<file path="src/rtl/ifetch_stage.sv">
// Instruction-fetch stage: owns the PC, runs the instruction-memory read
// handshake and feeds the IF/ID register. Memory latency, downstream stalls
// and redirects are absorbed here so IF/ID only loads live instructions.
module ifetch_stage #(
  parameter int               width    = 16,
  parameter logic [width-1:0] PC_RESET = '0
) (
  input  logic             clk,
  input  logic             reset_n,
  input  logic             stall,
  input  logic             redirect,
  input  logic [width-1:0] redirect_pc,
  output logic             imem_read,
  output logic [width-1:0] imem_address,
  input  logic [width-1:0] imem_rdata,
  input  logic             imem_resp,
  output logic             if_id_load,
  output logic             if_id_flush,
  output logic [width-1:0] if_ir,
  output logic [width-1:0] if_pc,
  output logic [width-1:0] if_pc_next
);

  localparam logic [width-1:0] ONE = {{(width-1){1'b0}}, 1'b1};

  // IDLE: one quiet cycle after reset. FETCH: request outstanding at pc.
  // HOLD: instruction buffered while downstream stalls (no request).
  // DROP: finishing a request orphaned by a redirect, address unchanged.
  typedef enum logic [1:0] {IDLE, FETCH, HOLD, DROP} state_t;

  state_t           state, state_n;
  logic [width-1:0] pc, pc_n;
  logic [width-1:0] hold_ir, hold_ir_n;
  logic [width-1:0] drop_addr, drop_addr_n;

  // State and datapath registers; reset abandons any request in flight.
  always_ff @(posedge clk or negedge reset_n) begin
    if (!reset_n) begin
      state     <= IDLE;
      pc        <= PC_RESET;
      hold_ir   <= '0;
      drop_addr <= '0;
    end else begin
      state     <= state_n;
      pc        <= pc_n;
      hold_ir   <= hold_ir_n;
      drop_addr <= drop_addr_n;
    end
  end

  // Next state and outputs. Priority is redirect > stall > advance; the
  // paths from imem_rdata/stall/redirect to the IF/ID inputs are
  // combinational so a zero-wait memory sustains one instruction per cycle.
  always_comb begin
    state_n      = state;
    pc_n         = pc;
    hold_ir_n    = hold_ir;
    drop_addr_n  = drop_addr;
    imem_read    = 1'b0;
    imem_address = '0;
    if_id_load   = 1'b0;
    if_id_flush  = 1'b0;
    if_ir        = '0;
    case (state)
      IDLE: begin
        state_n = FETCH;
      end
      FETCH: begin
        imem_read    = 1'b1;
        imem_address = pc;
        if_ir        = imem_rdata;
        if_id_flush  = redirect;
        if (imem_resp) begin
          if (redirect) begin
            pc_n = redirect_pc;
          end else if (stall) begin
            hold_ir_n = imem_rdata;
            state_n   = HOLD;
          end else begin
            if_id_load = 1'b1;
            pc_n       = pc + ONE;
          end
        end else if (redirect) begin
          // Request stays open at the old address until memory answers.
          drop_addr_n = pc;
          pc_n        = redirect_pc;
          state_n     = DROP;
        end
      end
      HOLD: begin
        if_ir       = hold_ir;
        if_id_flush = redirect;
        if (redirect) begin
          pc_n    = redirect_pc;
          state_n = FETCH;
        end else if (!stall) begin
          if_id_load = 1'b1;
          pc_n       = pc + ONE;
          state_n    = FETCH;
        end
      end
      DROP: begin
        imem_read    = 1'b1;
        imem_address = drop_addr;
        if_id_flush  = redirect;
        if (redirect) pc_n = redirect_pc;
        if (imem_resp) state_n = FETCH;
      end
      default: begin
        state_n = IDLE;
      end
    endcase
  end

  assign if_pc      = pc;
  assign if_pc_next = pc + ONE;

endmodule

</file>
<file path="config.mk">
export PLATFORM = sky130hd
export DESIGN_NAME = ifetch_stage
export DESIGN_NICKNAME = d
export VERILOG_FILES = /design/src/rtl/ifetch_stage.sv
export SDC_FILE = /design/constraint.sdc
export NUM_CORES = 1
export LEC_CHECK = 0
export BUFFER_PORTS_ARGS = -buffer_cell sky130_fd_sc_hd__buf_2
export CORE_MARGIN = 2
export CORE_UTILIZATION = 51
export CTS_CLUSTER_SIZE = 8
export DETAILED_ROUTE_END_ITERATION = 10
export GPL_TIMING_DRIVEN = 0
export MAX_ROUTING_LAYER = met4
export PLACE_DENSITY_LB_ADDON = 0.3
export SLEW_MARGIN = 5
export SYNTH_ARGS = -nofsm -noshare
export SYNTH_HDL_FRONTEND = slang
export SYNTH_SLANG_ARGS = --single-unit
</file>
<file path="constraint.sdc">
create_clock -name clk -period 2.4 [get_ports clk]
set_input_delay 0.12 -clock clk [delete_from_list [all_inputs] [get_ports clk]]
set_output_delay 0.12 -clock clk [all_outputs]
set_load 0.005 [all_outputs]
</file>
Yosys cells after proc, flatten, opt, wreduce, memory -nomap -nowiden
Cells that the tools add are included.
- register bits: 50
- bits in latches: 0
- bits in writable memories: 0
- ROM bits: 0
- input port bits: 37
- output and inout port bits: 67
- word-level logic and storage cells: 43
- memories: 0
- $add $sub $neg: 1
- $mul: 0
- div/mod/pow operators: 0
- $lt $le $gt $ge: 0
- eq/ne operators: 8
- shift-type cells: 0
- multiplexer cells: 21
- bitwise operators: 2
- reduce and logical (&&, ||, !) cells: 7
- operator list (kind ; count):
    16-bit two-way mux ; 4
    16-bit case mux with 2 select lines ; 2
    16-bit case mux with 3 select lines ; 1
    16-bit by 1-bit adder with 16-bit output (second input constant) ; 1
    2-bit two-way mux ; 7
    3-bit != test (second input constant) ; 4
    2-bit case mux with 4 select lines ; 1
    1-bit two-way mux ; 5
    5-bit AND reduction ; 1
    2-bit == test (second input constant) ; 2
    4-bit AND reduction ; 1
    3-bit AND reduction ; 1
    3-bit nonzero test ; 1
    3-bit OR reduction ; 1
    2-bit by 1-bit == test with 1-bit output (second input constant) ; 1
    2-bit zero test ; 1
    2-bit != test (second input constant) ; 1
    1-bit NOT ; 2
    1-bit case mux with 2 select lines ; 1
    2-bit OR reduction ; 1

Longest topological paths before layout
- word-level depth: 5
- depth in mapped cells: 8
- depth with buffers taken out: 6

Worst setup path before layout
No wires, ideal clock.
- kind: reg2reg
- start point: register pc[11] (netlist: if_pc[11])
- end point: register pc[13] (netlist: if_pc[13])
- arrival: 1727 ps
- setup slack: 547 ps
- stages on the path, launching flop included: 6
- path buffers: 1
- clock period less this slack: 1853 ps
- path through: dfrtp_1 clkbuf_2 nand4_1 nor4_1 mux2_1 a221o_1
- longest elaborated chain between the ends: 5
- ends and longest elaborated chain (element ; line ; RTL):
    start, declared ; 32 ; logic [width-1:0] pc, pc_n;
    start signal, assigned ; 45 ; pc <= pc_n;
    16-bit by 1-bit adder with 16-bit output (*) ; 81, 98 ;
    16-bit two-way mux (*) ; 76, 96 ;
    16-bit two-way mux (*) ; 93 ; if (redirect) begin
    16-bit two-way mux ; 73 ; if (imem_resp) begin
    16-bit case mux with 3 select lines (*) ; 64 ; case (state)
Every way passes the cells marked *; elsewhere a longest branch is shown, timed or not.
A chain may end at the register's enable or synchronous reset.

Final worst setup path
- start point: register state[1]
- end point: output imem_address[0]
- longest elaborated chain between the ends: 2
- ends and longest elaborated chain (element ; line ; RTL):
    start, declared ; 31 ; state_t state, state_n;
    start signal, assigned ; 44 ; state <= state_n;
    2-bit == test / 2-bit by 1-bit == test with 1-bit output (equally long branches) ; 64 ;
    16-bit case mux with 2 select lines (*) ; 64 ;
    end, declared ; 14 ; output logic [width-1:0] imem_address,
Marks and branches as above.

==> flow_results.xml <==
<?xml version="1.0" encoding="UTF-8"?>
<metrics>
  <group name="drt">
    <metric name="wirelength" unit="mm">8.29</metric>
    <metric name="drc" unit="">0</metric>
    <metric name="routedWlPerCell" unit="microns">16.8</metric>
    <metric name="drt_first_iter_violations" unit="">305</metric>
    <metric name="drt_pre_antenna_iters" unit="">4</metric>
    <metric name="vias_per_cell" unit="">5.74</metric>
    <metric name="vias" unit="">2828</metric>
    <metric name="antenna_violating_nets_post_route" unit="">0</metric>
  </group>
  <group name="power">
    <metric name="cellPowerDensity" unit="nW/um^2">1270</metric>
    <metric name="ir_drop" unit="V">0.000603</metric>
    <metric name="total_leakage_power" unit="nW">1.83</metric>
  </group>
  <group name="run_status">
    <metric name="result_of_the_run" unit="">finished clean</metric>
  </group>
  <group name="floorplanning">
    <metric name="io_pins" unit="">104</metric>
    <metric name="floorplan.die_area" unit="sq um">6660</metric>
    <metric name="placeableCoreArea" unit="sq um">5890</metric>
    <metric name="std_cell_rows" unit="">28</metric>
    <metric name="fp.dieW" unit="microns">81.6</metric>
    <metric name="die_height" unit="microns">81.6</metric>
    <metric name="initial_utilization" unit="">0.522</metric>
  </group>
  <group name="sta">
    <metric name="final_hold_viol_count" unit="">0</metric>
    <metric name="final.hold.worst_slack" unit="ps">34.2</metric>
    <metric name="max_slew.worst_pin.slew" unit="ps">1130</metric>
    <metric name="clock.fmax" unit="MHz">450</metric>
    <metric name="final_min_period_over_clock_period" unit="">0.926</metric>
    <metric name="slew_viol_final" unit="">0</metric>
    <metric name="fin_worst_skew" unit="ps">2.19</metric>
    <metric name="rsz_0062_raised_after_global_routing" unit="">no</metric>
    <metric name="final_period_minus_worst_setup_slack" unit="ps">2220</metric>
    <metric name="slew_headroom" unit="">0.247</metric>
    <metric name="setup_viol" unit="">0</metric>
    <metric name="setup_tns_final" unit="ps">0</metric>
  </group>
  <group name="synthesis">
    <metric name="netlist.top_cell.by_area" unit="">sky130_fd_sc_hd__dfrtp_1</metric>
    <metric name="seq_area_frac_synth" unit="">0.407</metric>
    <metric name="synthArstFlopShare" unit="">1.00</metric>
    <metric name="post_synth_instance_area" unit="sq um">3070</metric>
    <metric name="synthTopCellsByArea" unit="">sky130_fd_sc_hd__dfrtp_1 (41%), sky130_fd_sc_hd__mux2_2 (9.5%), sky130_fd_sc_hd__a22o_1 (4.8%)</metric>
    <metric name="synthesis.nets" unit="">353</metric>
    <metric name="netlist.area_leader.share" unit="">0.407</metric>
    <metric name="synthesis.yosys.warnings" unit="">0</metric>
    <metric name="synth.ff_latch_count" unit="">50</metric>
    <metric name="synthesis.area_per_instance" unit="sq um">9.88</metric>
    <metric name="synthDistinctLibCells" unit="">51</metric>
    <metric name="netlist_instances" unit="">311</metric>
    <metric name="synth_top_flop_cell" unit="">sky130_fd_sc_hd__dfrtp_1</metric>
    <metric name="post_synth_edffs" unit="">0</metric>
  </group>
  <group name="min_path">
    <metric name="timing.hold.worst.class" unit="">input port to async pin</metric>
  </group>
  <group name="setup_path">
    <metric name="critPathArrivalTime" unit="ps">2100</metric>
    <metric name="crit_path_cell_trace" unit="">ha_1, clkbuf_1, clkbuf_2, a22o_1, buf_2</metric>
    <metric name="worstSetupStartpointType" unit="">flop</metric>
    <metric name="critical-path-max-stage-delay" unit="ps">450</metric>
    <metric name="endpoint_kind" unit="">output port</metric>
    <metric name="critical_path_peak_fanout" unit="">10</metric>
    <metric name="path_class" unit="">flop to output port</metric>
    <metric name="critical_path_s_slowest_cell" unit="">sky130_fd_sc_hd__dfrtp_1</metric>
    <metric name="cp_data_required_time" unit="ps">2280</metric>
  </group>
  <group name="grt">
    <metric name="first_global_vias" unit="">2545</metric>
    <metric name="antenna_found_initial" unit="">0</metric>
    <metric name="gr-usage-all-layers" unit="">0.258</metric>
    <metric name="grt_remaining_overflow" unit="">0</metric>
    <metric name="pin_count_of_the_biggest_net_entering_global_routing" unit="">51</metric>
    <metric name="first_pass_grt_wire_length" unit="mm">12.8</metric>
  </group>
  <group name="cells_and_area">
    <metric name="layout.cell_area.non_filler" unit="sq um">3750</metric>
    <metric name="most-common-layout-cells" unit="">sky130_fd_sc_hd__buf_2 (113), sky130_fd_sc_hd__dfrtp_1 (50), sky130_fd_sc_hd__mux2_2 (26)</metric>
    <metric name="synthToLayoutAreaGrowth" unit="%">22.2</metric>
    <metric name="layout-drive-gt1-share" unit="">0.385</metric>
    <metric name="layout_commonest_cell" unit="">sky130_fd_sc_hd__buf_2</metric>
    <metric name="fin_nets" unit="">460</metric>
    <metric name="antennaDiodeCount" unit="">0</metric>
  </group>
  <group name="cts">
    <metric name="postCtsSetupBuffers" unit="">0</metric>
    <metric name="ctsRootBufferMaster" unit="">sky130_fd_sc_hd__clkbuf_8</metric>
    <metric name="cts_num_sinks" unit="">50</metric>
    <metric name="clk_pin_slew_worst_paths" unit="ps">90</metric>
    <metric name="cts_made_buffers" unit="">5</metric>
    <metric name="tritoncts_clock_tree" unit="">yes</metric>
    <metric name="cts_hold_buf" unit="">0</metric>
    <metric name="clkLatencyLatePin" unit="ps">300</metric>
    <metric name="cts.htree.levels" unit="">2</metric>
    <metric name="clockBufferDepth" unit="">2</metric>
  </group>
  <group name="placement">
    <metric name="detailed_place_hpwl" unit="mm">5.97</metric>
    <metric name="port-buffer-count" unit="">100</metric>
    <metric name="gp_routability_congestion" unit="">0.882</metric>
    <metric name="placedInstanceArea" unit="sq um">3670</metric>
  </group>
  <group name="job">
    <metric name="maxCapViolations" unit="">0</metric>
  </group>
</metrics>
## report_power, final
| part | internal (mW) | switching (mW) | leakage (nW) |
|---|---|---|---|
| clock | 0.202 | 0.273 | 0.0383 |
| combinational | 1.37 | 1.43 | 1.19 |
| sequential | 1.22 | 0.273 | 0.607 |
| total | 2.80 | 1.98 | 1.83 |
## through the flow
stage | worst slack, ps | power, mW | instances | utilization
floorplan | 547 | 3.24 | 311 | -
CTS | 9.59 | 4.78 | 493 | 0.636
detailed placement | 325 | 4.30 | 486 | 0.623
global route | 24.7 | 5.16 | 493 | 0.638
finish | 178 | 4.78 | 493 | 0.638
global placement | 365 | 4.23 | 486 | 0.623
## synthesized netlist by cell type, types with 2 or more instances
cell type	instances
sky130_fd_sc_hd__a21oi_1	7
sky130_fd_sc_hd__a22oi_1	18
sky130_fd_sc_hd__nand4_1	7
sky130_fd_sc_hd__nor3_1	5
sky130_fd_sc_hd__nand2b_1	2
sky130_fd_sc_hd__a221o_1	6
sky130_fd_sc_hd__xor2_1	3
sky130_fd_sc_hd__a211oi_1	2
sky130_fd_sc_hd__a22o_1	17
sky130_fd_sc_hd__nor2b_1	18
sky130_fd_sc_hd__mux2_2	26
sky130_fd_sc_hd__inv_1	12
sky130_fd_sc_hd__nand2_1	21
sky130_fd_sc_hd__o21ai_0	16
sky130_fd_sc_hd__or3_1	2
sky130_fd_sc_hd__a21boi_0	2
sky130_fd_sc_hd__buf_4	4
sky130_fd_sc_hd__dfrtp_1	50
sky130_fd_sc_hd__a32oi_1	3
sky130_fd_sc_hd__a21bo_2	2
sky130_fd_sc_hd__o31ai_1	2
sky130_fd_sc_hd__buf_2	12
sky130_fd_sc_hd__buf_1	4
sky130_fd_sc_hd__clkbuf_1	10
sky130_fd_sc_hd__nor4_1	4
sky130_fd_sc_hd__nand3_1	5
sky130_fd_sc_hd__a21o_1	3
sky130_fd_sc_hd__nor2_1	5
sky130_fd_sc_hd__xnor2_1	11
sky130_fd_sc_hd__o211ai_1	2
sky130_fd_sc_hd__ha_1	5
sky130_fd_sc_hd__a211o_1	6
## cells by family (layout without fill, tap and decap cells)
| logic type | Yosys count | count (layout) | synth area share |
|---|---|---|---|
| AND/OR/NAND/NOR | 77 | 77 | 0.136 |
| adder cells (fa/ha/maj) | 5 | 5 | 0.0204 |
| XOR/XNOR | 14 | 14 | 0.0399 |
| AO/OA/AOI/OAI | 94 | 94 | 0.232 |
| buffers and inverters | 43 | 150 | 0.0627 |
| flip-flops | 50 | 50 | 0.407 |
| multiplexers | 28 | 28 | 0.102 |
## cell type report
type	instances	area (sq um)
clock buffer	7	76.3
inverter	12	45.0
buffer	31	153
multi-input combinational	218	1640
fill	523	2130
timing repair buffer	100	500
sequential	50	1250
tap	75	93.8
## critical path: cells and delay by family (launching register included)
kind / cells / cell delay [ps]
AOI/OAI and AO/OA: 1 / 210
adders and majority gates: 1 / 250
buffers and inverters: 3 / 890
DFF: 1 / 450
## path summary, 6_finish.rpt
path                           startpoint         endpoint  slack, ps  cells after the start
max                              state[1]  imem_address[0]        180                      5
min                               reset_n    drop_addr[12]         30                      1
max reg2reg                      state[1]        if_pc[15]        260                      5
min reg2reg                 drop_addr[13]    drop_addr[13]        490                      2
max in group asynchronous         reset_n         if_pc[0]       1680                      1
min in group clk           redirect_pc[4]         if_pc[4]         40                      3
## what timing repair did
action | 4_1_cts | 5_1_grt
setup endpoints to repair | 3 | 21
endpoints found under the hold margin | 0 | 0
gates resized for setup | 1 | 7
cloned | 0 | 0
## state kept, by name, summed over array words and instances (netlist names)
| register | flops |
|---|---|
| hold_ir | 16 |
| if_pc | 16 |
| state | 2 |
| drop_addr | 16 |
## per-layer routing
metal  wire, microns  global-route usage  vias up
li1                -                   -     1348
met1            3810               0.376     1365
met2            3890               0.382      107
met3             523              0.0407        8
met4              63              0.0550        0
met5               0                   -        -
Note: power is estimated with default switching activity, not from simulation.
